File: config.mk
export PLATFORM = sky130hd
export DESIGN_NAME = mux_8x1_rr_flat
export DESIGN_NICKNAME = d
export VERILOG_FILES = /design/src/rtl/mux_8x1_rr_if.sv /design/src/rtl/mux_8x1_rr.sv /design/src/flat_wrapper.sv
export SDC_FILE = /design/constraint.sdc
export NUM_CORES = 1
export LEC_CHECK = 0
export ABC_CLOCK_PERIOD_IN_PS = 15500
export CORE_MARGIN = 8
export CORE_UTILIZATION = 26
export CTS_CLUSTER_DIAMETER = 150
export DETAILED_ROUTE_END_ITERATION = 6
export DONT_BUFFER_PORTS = 1
export SKIP_LAST_GASP = 1
export SYNTH_ARGS = -nofsm -noshare
export SYNTH_HDL_FRONTEND = slang
export SYNTH_SLANG_ARGS = --single-unit
File: constraint.sdc
create_clock -name clk -period 15.5 [get_ports clk]
set_input_delay 4.65 -clock clk [delete_from_list [all_inputs] [get_ports clk]]
set_output_delay 4.65 -clock clk [all_outputs]
set_load 0.02 [all_outputs]
File: src/rtl/mux_8x1_rr_if.sv
// Stream bundle for the 8-to-1 round-robin merger: eight valid/ready input
// channels plus one registered output stream tagged with its source channel.
interface mux_8x1_rr_if #(
  parameter int WIDTH = 8
);
  logic [7:0]         in_valid;
  logic [8*WIDTH-1:0] in_data;
  logic [7:0]         in_ready;
  logic               out_valid;
  logic [WIDTH-1:0]   out_data;
  logic [2:0]         out_sel;
  logic               out_ready;

  modport slave (
    input  in_valid, in_data, out_ready,
    output in_ready, out_valid, out_data, out_sel
  );

  modport master (
    output in_valid, in_data, out_ready,
    input  in_ready, out_valid, out_data, out_sel
  );
endinterface

File: src/rtl/mux_8x1_rr.sv
// 8-to-1 round-robin stream merger; out_sel carries the source channel so a demux can route it back.
// Note: in_ready is a combinational function of in_valid (same cycle) through the priority tree.
module mux_8x1_rr #(
  parameter int WIDTH = 8
) (
  input  logic         clk,
  input  logic         rst,
  mux_8x1_rr_if.slave  bus
);

  logic [2:0]       ptr;
  logic             out_valid_q;
  logic [WIDTH-1:0] out_data_q;
  logic [2:0]       out_sel_q;

  logic             load;
  logic [15:0]      valid_dbl;
  logic [7:0]       rot;
  logic [3:0]       l1_any;
  logic [3:0]       l1_idx;
  logic [1:0]       l2_any;
  logic [1:0][1:0]  l2_idx;
  logic             any_valid;
  logic [2:0]       offset;
  logic [2:0]       grant;

  assign load = !out_valid_q || bus.out_ready;

  // Rotate requests so position 0 is ptr, then find the first set bit with a
  // three-level tree of 2:1 stages; the lower half always wins a tie.
  always_comb begin
    valid_dbl = {bus.in_valid, bus.in_valid};
    rot       = valid_dbl[ptr +: 8];
    l1_any    = '0;
    l1_idx    = '0;
    l2_any    = '0;
    l2_idx    = '0;
    for (int k = 0; k < 4; k++) begin
      l1_any[k] = rot[2*k] | rot[2*k+1];
      l1_idx[k] = !rot[2*k];
    end
    for (int k = 0; k < 2; k++) begin
      l2_any[k] = l1_any[2*k] | l1_any[2*k+1];
      l2_idx[k] = l1_any[2*k] ? {1'b0, l1_idx[2*k]} : {1'b1, l1_idx[2*k+1]};
    end
    any_valid = l2_any[0] | l2_any[1];
    offset    = l2_any[0] ? {1'b0, l2_idx[0]} : {1'b1, l2_idx[1]};
    grant     = ptr + offset;
  end

  assign bus.in_ready = (!rst && load && any_valid) ? (8'h01 << grant) : 8'h00;

  always_ff @(posedge clk) begin
    if (rst) begin
      out_valid_q <= 1'b0;
      out_data_q  <= '0;
      out_sel_q   <= 3'd0;
      ptr         <= 3'd0;
    end else if (load) begin
      if (any_valid) begin
        out_valid_q <= 1'b1;
        out_data_q  <= bus.in_data[grant*WIDTH +: WIDTH];
        out_sel_q   <= grant;
        ptr         <= grant + 3'd1;
      end else begin
        out_valid_q <= 1'b0;
      end
    end
  end

  assign bus.out_valid = out_valid_q;
  assign bus.out_data  = out_data_q;
  assign bus.out_sel   = out_sel_q;

endmodule

File: src/flat_wrapper.sv
// flat-port wrapper written by rule: the top's interface ports become plain ports
module mux_8x1_rr_flat 
#(
  parameter int WIDTH = 8
)
  (clk, rst, bus_in_valid, bus_in_data, bus_out_ready, bus_in_ready, bus_out_valid, bus_out_data, bus_out_sel);
  mux_8x1_rr_if #(.WIDTH(WIDTH)) bus_i ();
  input  logic clk;
  input  logic rst;
  input wire logic [$bits(bus_i.in_valid)-1:0] bus_in_valid;
  input wire logic [$bits(bus_i.in_data)-1:0] bus_in_data;
  input wire logic [$bits(bus_i.out_ready)-1:0] bus_out_ready;
  output wire logic [$bits(bus_i.in_ready)-1:0] bus_in_ready;
  output wire logic [$bits(bus_i.out_valid)-1:0] bus_out_valid;
  output wire logic [$bits(bus_i.out_data)-1:0] bus_out_data;
  output wire logic [$bits(bus_i.out_sel)-1:0] bus_out_sel;
  assign bus_i.in_valid = bus_in_valid;
  assign bus_i.in_data = bus_in_data;
  assign bus_i.out_ready = bus_out_ready;
  assign bus_in_ready = bus_i.in_ready;
  assign bus_out_valid = bus_i.out_valid;
  assign bus_out_data = bus_i.out_data;
  assign bus_out_sel = bus_i.out_sel;
  mux_8x1_rr #(.WIDTH(WIDTH)) u_core (.clk(clk), .rst(rst), .bus(bus_i));
endmodule
* Word-level counts from Yosys, hierarchy flattened
Index checks and enable logic that the tools add are counted. Widths: inputs -> output; s select.
Cells by class: shift operators 3, multiplexer cells 5, add/subtract/negate cells 2, bitwise logic cells 7, reduce and logical (&&, ||, !) cells 10
Operator list (count):
- $shiftx 64x7->8 | 1
- $shiftx 16x4->8 | 1
- $mux 8 | 1
- $shl 1x3->8 const A | 1
- $or 1x1->1 | 7
- $logic_not 1->1 | 6
- $mux 2 | 2
- $add 3x1->3 const B | 1
- $add 3x3->3 | 1
- $mux 3 | 1
- $logic_and 1x1->1 | 2
- $reduce_and 2->1 | 1
- $logic_or 1x1->1 | 1
- $mux 1 | 1
Storage, ports and cells: flip-flop bits (word level) 15, output and inout bits 20, input bits 75, word-level logic and storage cells 31

* Longest topological paths before layout
depth after elaboration 7, depth in mapped cells 15, mapped depth without buffers 13

* Least setup slack after synthesis
Ideal clock, no wire load.
kind input port to output port, start point in bus_in_valid[4], end point out bus_in_ready[4], setup slack 3.426 ns, stages 11, data arrival time 7.424 ns, data required time 10.850 ns, buffers on the path 1, cells stage by stage mux2_2 -> a21oi_1 -> nand2_1 -> a221oi_1 -> a21o_1 -> ha_1 -> inv_1 -> fa_1 -> clkbuf_1 -> inv_1 -> nor4_1
Between the ends: word-level cells in the longest chain between the ends 7, elaborated cells between the ends (all ways) 19, classes of those cells add/sub (1); shift (2); mux (4); bitwise (7); reduce/logical (5)
RTL lines:
- start, declared | RTL line flat_wrapper.sv:10 | input wire logic [$bits(bus_i.in_valid)-1:0] bus_in_valid;
- $shiftx 16x4->8 (*) | RTL line mux_8x1_rr.sv:33 | rot = valid_dbl[ptr +: 8];
- $or 1x1->1 or $logic_not 1->1 (tied branches) | RTL line mux_8x1_rr.sv:39, mux_8x1_rr.sv:40
- $mux 2 or $or 1x1->1 (tied branches) | RTL line mux_8x1_rr.sv:44, mux_8x1_rr.sv:43
- $mux 3 | RTL line mux_8x1_rr.sv:47 | offset = l2_any[0] ? {1'b0, l2_idx[0]} : {1'b1, l2_idx[1]};
- $add 3x3->3 | RTL line mux_8x1_rr.sv:48 | grant = ptr + offset;
- $shl 1x3->8 | RTL line mux_8x1_rr.sv:51 | assign bus.in_ready = (!rst && load && any_valid) ? (8'h01 << grant) : 8'h00;
- $mux 8 (*) | RTL line mux_8x1_rr.sv:51
- end, declared | RTL line flat_wrapper.sv:13 | output wire logic [$bits(bus_i.in_ready)-1:0] bus_in_ready;
Every way passes the cells marked *; elsewhere a longest branch is shown, timed or not.

* Worst setup path in the final report
start point in bus_in_valid[0], end point out bus_in_ready[5]
Between the ends: word-level cells in the longest chain between the ends 7, elaborated cells between the ends (all ways) 19, classes of those cells add/sub (1); shift (2); mux (4); bitwise (7); reduce/logical (5)
RTL lines:
- $shiftx 16x4->8 (*) | RTL line mux_8x1_rr.sv:33
- $or 1x1->1 or $logic_not 1->1 (tied branches) | RTL line mux_8x1_rr.sv:39, mux_8x1_rr.sv:40
- $mux 2 or $or 1x1->1 (tied branches) | RTL line mux_8x1_rr.sv:44, mux_8x1_rr.sv:43
- $mux 3 (*) | RTL line mux_8x1_rr.sv:47
- $add 3x3->3 (*) | RTL line mux_8x1_rr.sv:48
- via u_core.grant[0] | RTL line mux_8x1_rr.sv:25 | logic [2:0] grant;
- $shl 1x3->8 (*) | RTL line mux_8x1_rr.sv:51
- $mux 8 (*) | RTL line mux_8x1_rr.sv:51
Mark *: on every way through the listed nets, which the timed path passes. The rest lies on a longest branch.

==> flow_metrics.py <==
metrics = {
    "timing": {
        "min_period_over_period_pct": 78.7,
        "period_minus_slack_ps": 12190,
        "setup_tns_ps": 0,
        "setup_slack_ps": 3310,
        "finalHoldViolations": 0,
        "holdWs_ps": 569,
        "slew-limit-headroom_pct": 39.8,
        "final_max_slew_viol_count": 0,
        "rsz0062_at_grt": "false",
        "setup_viol": 0,
        "tightest_slew_ps": 895,
        "fin_skew_ps": 7.10,
        "fmax_mhz": 82.0,
    },
    "worst_setup_path": {
        "cp-start-kind": "input pin",
        "cp_data_arrival_time_ps": 7540,
        "startpoint": "bus_in_valid[0]",
        "r2r-start": "u_core.ptr[1]$_SDFFE_PP0P_",
        "crit_fanout": 15,
        "endpoint_kind": "output port",
        "critPathKind": "in -> out",
        "required_ps": 10850,
    },
    "power": {
        "pwr-share-seq_pct": 17.7,
        "leakage_uw": 0.000579,
        "p_sw_share_pct": 49.2,
        "p_switching_uw": 237,
        "clkPwrFrac_pct": 6.9,
        "combPwrFrac_pct": 75.4,
        "cellPowerDensity_nw_per_um2": 279,
        "power.internal_uw": 245,
        "peakVddDrop_mv": 0.121,
        "p_total_uw": 483,
    },
    "die": {
        "die_h_um": 95.9,
        "start_util_pct": 26.5,
        "die_w_um": 95.9,
        "coreArea_sq_um": 6280,
        "dieArea_sq_um": 9200,
        "ios": 95,
        "fp-row-count": 29,
    },
    "placed_design": {
        "pre_cts_ws_ps": 3260,
        "hpwlAfterDp_um": 4280,
        "dpl.cell_count": 232,
        "finalWeightedCongestion": 0.791,
        "io_buffers": 0,
    },
    "clock_tree": {
        "cts_root_buffer": "clkbuf_8",
        "cts.repair.resized": 0,
        "cts_made_buffers": 3,
        "hold_buffers": 0,
        "h-tree-depth": 1,
        "cts_tree": "built",
        "clock_sinks": 15,
        "post_cts_buffers": 0,
        "ctsLongestPathBuffers": 2,
        "clkSlewWorstSetupHoldPaths_ps": 70,
        "clock_latency_ps": 250,
    },
    "logic_synthesis": {
        "ys_warn_count": 0,
        "ys.flop_type": "dfxtp_1",
        "syn-num-nets": 247,
        "ys_seq_area_share_pct": 18.1,
        "avgSynthCellArea_sq_um": 9.82,
        "netlist_area_sq_um": 1660,
        "netlist_instances": 169,
        "synth_edf_count": 0,
        "synthArstFlopShare_pct": 0,
        "synth-seq-cells": 15,
        "synth_cell_type_count": 45,
    },
    "finish": {
        "layout.cells.most_common_list": "mux4_2, o221ai_1, dfxtp_1",
        "fillers": 672,
        "diodes": 0,
        "instances_no_fill": 236,
        "fin_nets": 238,
        "area.growth.synth_to_final_pct": 4.37,
        "drive_above_1_share_pct": 23.3,
    },
    "detailed_routing": {
        "wl_per_cell_um": 22.7,
        "wl_um": 5370,
        "ant_nets": 0,
        "vias": 1469,
        "drtIter0Drc": 43,
        "drc": 0,
        "vias_per_cell": 6.22,
        "dr.pass1.iters": 4,
    },
    "global_routing": {
        "grt_usage_pct": 11.3,
        "grt_max_degree": 22,
        "grt_pass1_vias": 1541,
        "grt_pass1_wl_um": 8230,
        "grt-ovfl-total": 0,
        "grt_antenna_before_repair": 0,
    },
    "min_path": {
        "hold_start": "u_core.bus.out_data[7]$_SDFFE_PP0P_",
        "hold_path.class": "reg -> reg",
    },
    "flow_run": {
        "maxCapViolCount": 0,
    },
    "outcome": {
        "status": "finished, final reports clean",
    },
}
==> routing by layer <==
metal | part of all wire [%] | vias up | track usage [%]
met5 | 0 | - | 0
met4 | 1.3 | 0 | 2.94
met3 | 10 | 6 | 4.13
met2 | 45 | 82 | 17.0
met1 | 43 | 716 | 14.8
li1 | - | 665 | -
==> power by group through the flow <==
stage               Clock, uW  Sequential [uW]  Combinational, uW
floorplan                   0             73.1                325
CTS                      34.0             86.2                368
global placement            0             86.7                362
global route             37.0             88.3                402
detailed placement          0             86.9                367
finish                   33.3             85.4                364
==> cells by family (layout without fill, tap and decap cells) <==
| family | Yosys count | count (layout) | share of synthesized area [%] |
|---|---|---|---|
| adder cells (fa/ha/maj) | 3 | 3 | 2.71 |
| flip-flops | 15 | 15 | 18.1 |
| AND/OR/NAND/NOR | 38 | 38 | 13.9 |
| buffers and inverters | 31 | 21 | 8.51 |
| XOR/XNOR | 2 | 2 | 2.19 |
| AO/OA/AOI/OAI | 49 | 49 | 23.5 |
| multiplexers | 31 | 31 | 31.0 |
==> sequential cells by signal, indices dropped and copies added, names as in the netlist <==
signal,cells
u_core.bus.out_data,8
u_core.bus.out_sel,3
u_core.ptr,3
u_core.bus.out_valid,1
==> path summary, 6_finish.rpt <==
check | to | slack, ps | cells after the start
worst max register to register | u_core.bus.out_data[4]$_SDFFE_PP0P_ | 11660 | 9
worst max-delay path | bus_in_ready[5] | 3310 | 8
worst min-delay path | u_core.bus.out_data[7]$_SDFFE_PP0P_ | 570 | 2
worst min register to register | u_core.bus.out_data[7]$_SDFFE_PP0P_ | 570 | 2
==> synthesized netlist by cell type (2+ instances only) <==
master | count | area [sq um]
mux4_2 | 16 | 360
o221ai_1 | 16 | 140
dfxtp_1 | 15 | 300
inv_1 | 14 | 52.6
mux2i_1 | 11 | 110
nor2_1 | 11 | 41.3
a221oi_1 | 9 | 78.8
clkbuf_1 | 9 | 33.8
a21oi_1 | 7 | 35.0
nand2_1 | 6 | 22.5
o21ai_0 | 5 | 25.0
mux2_2 | 4 | 45.0
nor4_1 | 3 | 18.8
nor4_2 | 3 | 37.5
a2111o_1 | 2 | 22.5
a21o_1 | 2 | 15.0
buf_2 | 2 | 10.0
buf_4 | 2 | 15.0
buf_6 | 2 | 22.5
ha_1 | 2 | 25.0
nand4_1 | 2 | 12.5
o211ai_2 | 2 | 25.0
or4b_1 | 2 | 20.0
==> layout make-up <==
cell class              count  area [sq um]  share of cell area, %
flip-flops and latches     15           300                   17.3
clock buffers               3          41.3                   2.38
well taps                  77          96.3                   5.56
multi-input cells         123          1220                   70.3
clock inverters             1          5.00                  0.289
repair buffers              2          15.0                  0.866
inverters                  15          56.3                   3.25
==> critical path: stages <==
cell     delay (ps)
or4b_1          540
nand3_1         150
nand4_1         100
a21o_1          200
ha_1            610
buf_4           360
inv_1           130
nor4_1          780
==> per-stage QoR <==
step / util (%) / cell area [sq um]
floorplan: - / 1660
global placement: 26.9 / 1690
detailed placement: 26.9 / 1690
CTS: 27.6 / 1730
global route: 27.6 / 1730
finish: 27.6 / 1730
No activity file was read; power rests on OpenSTA's default activity.
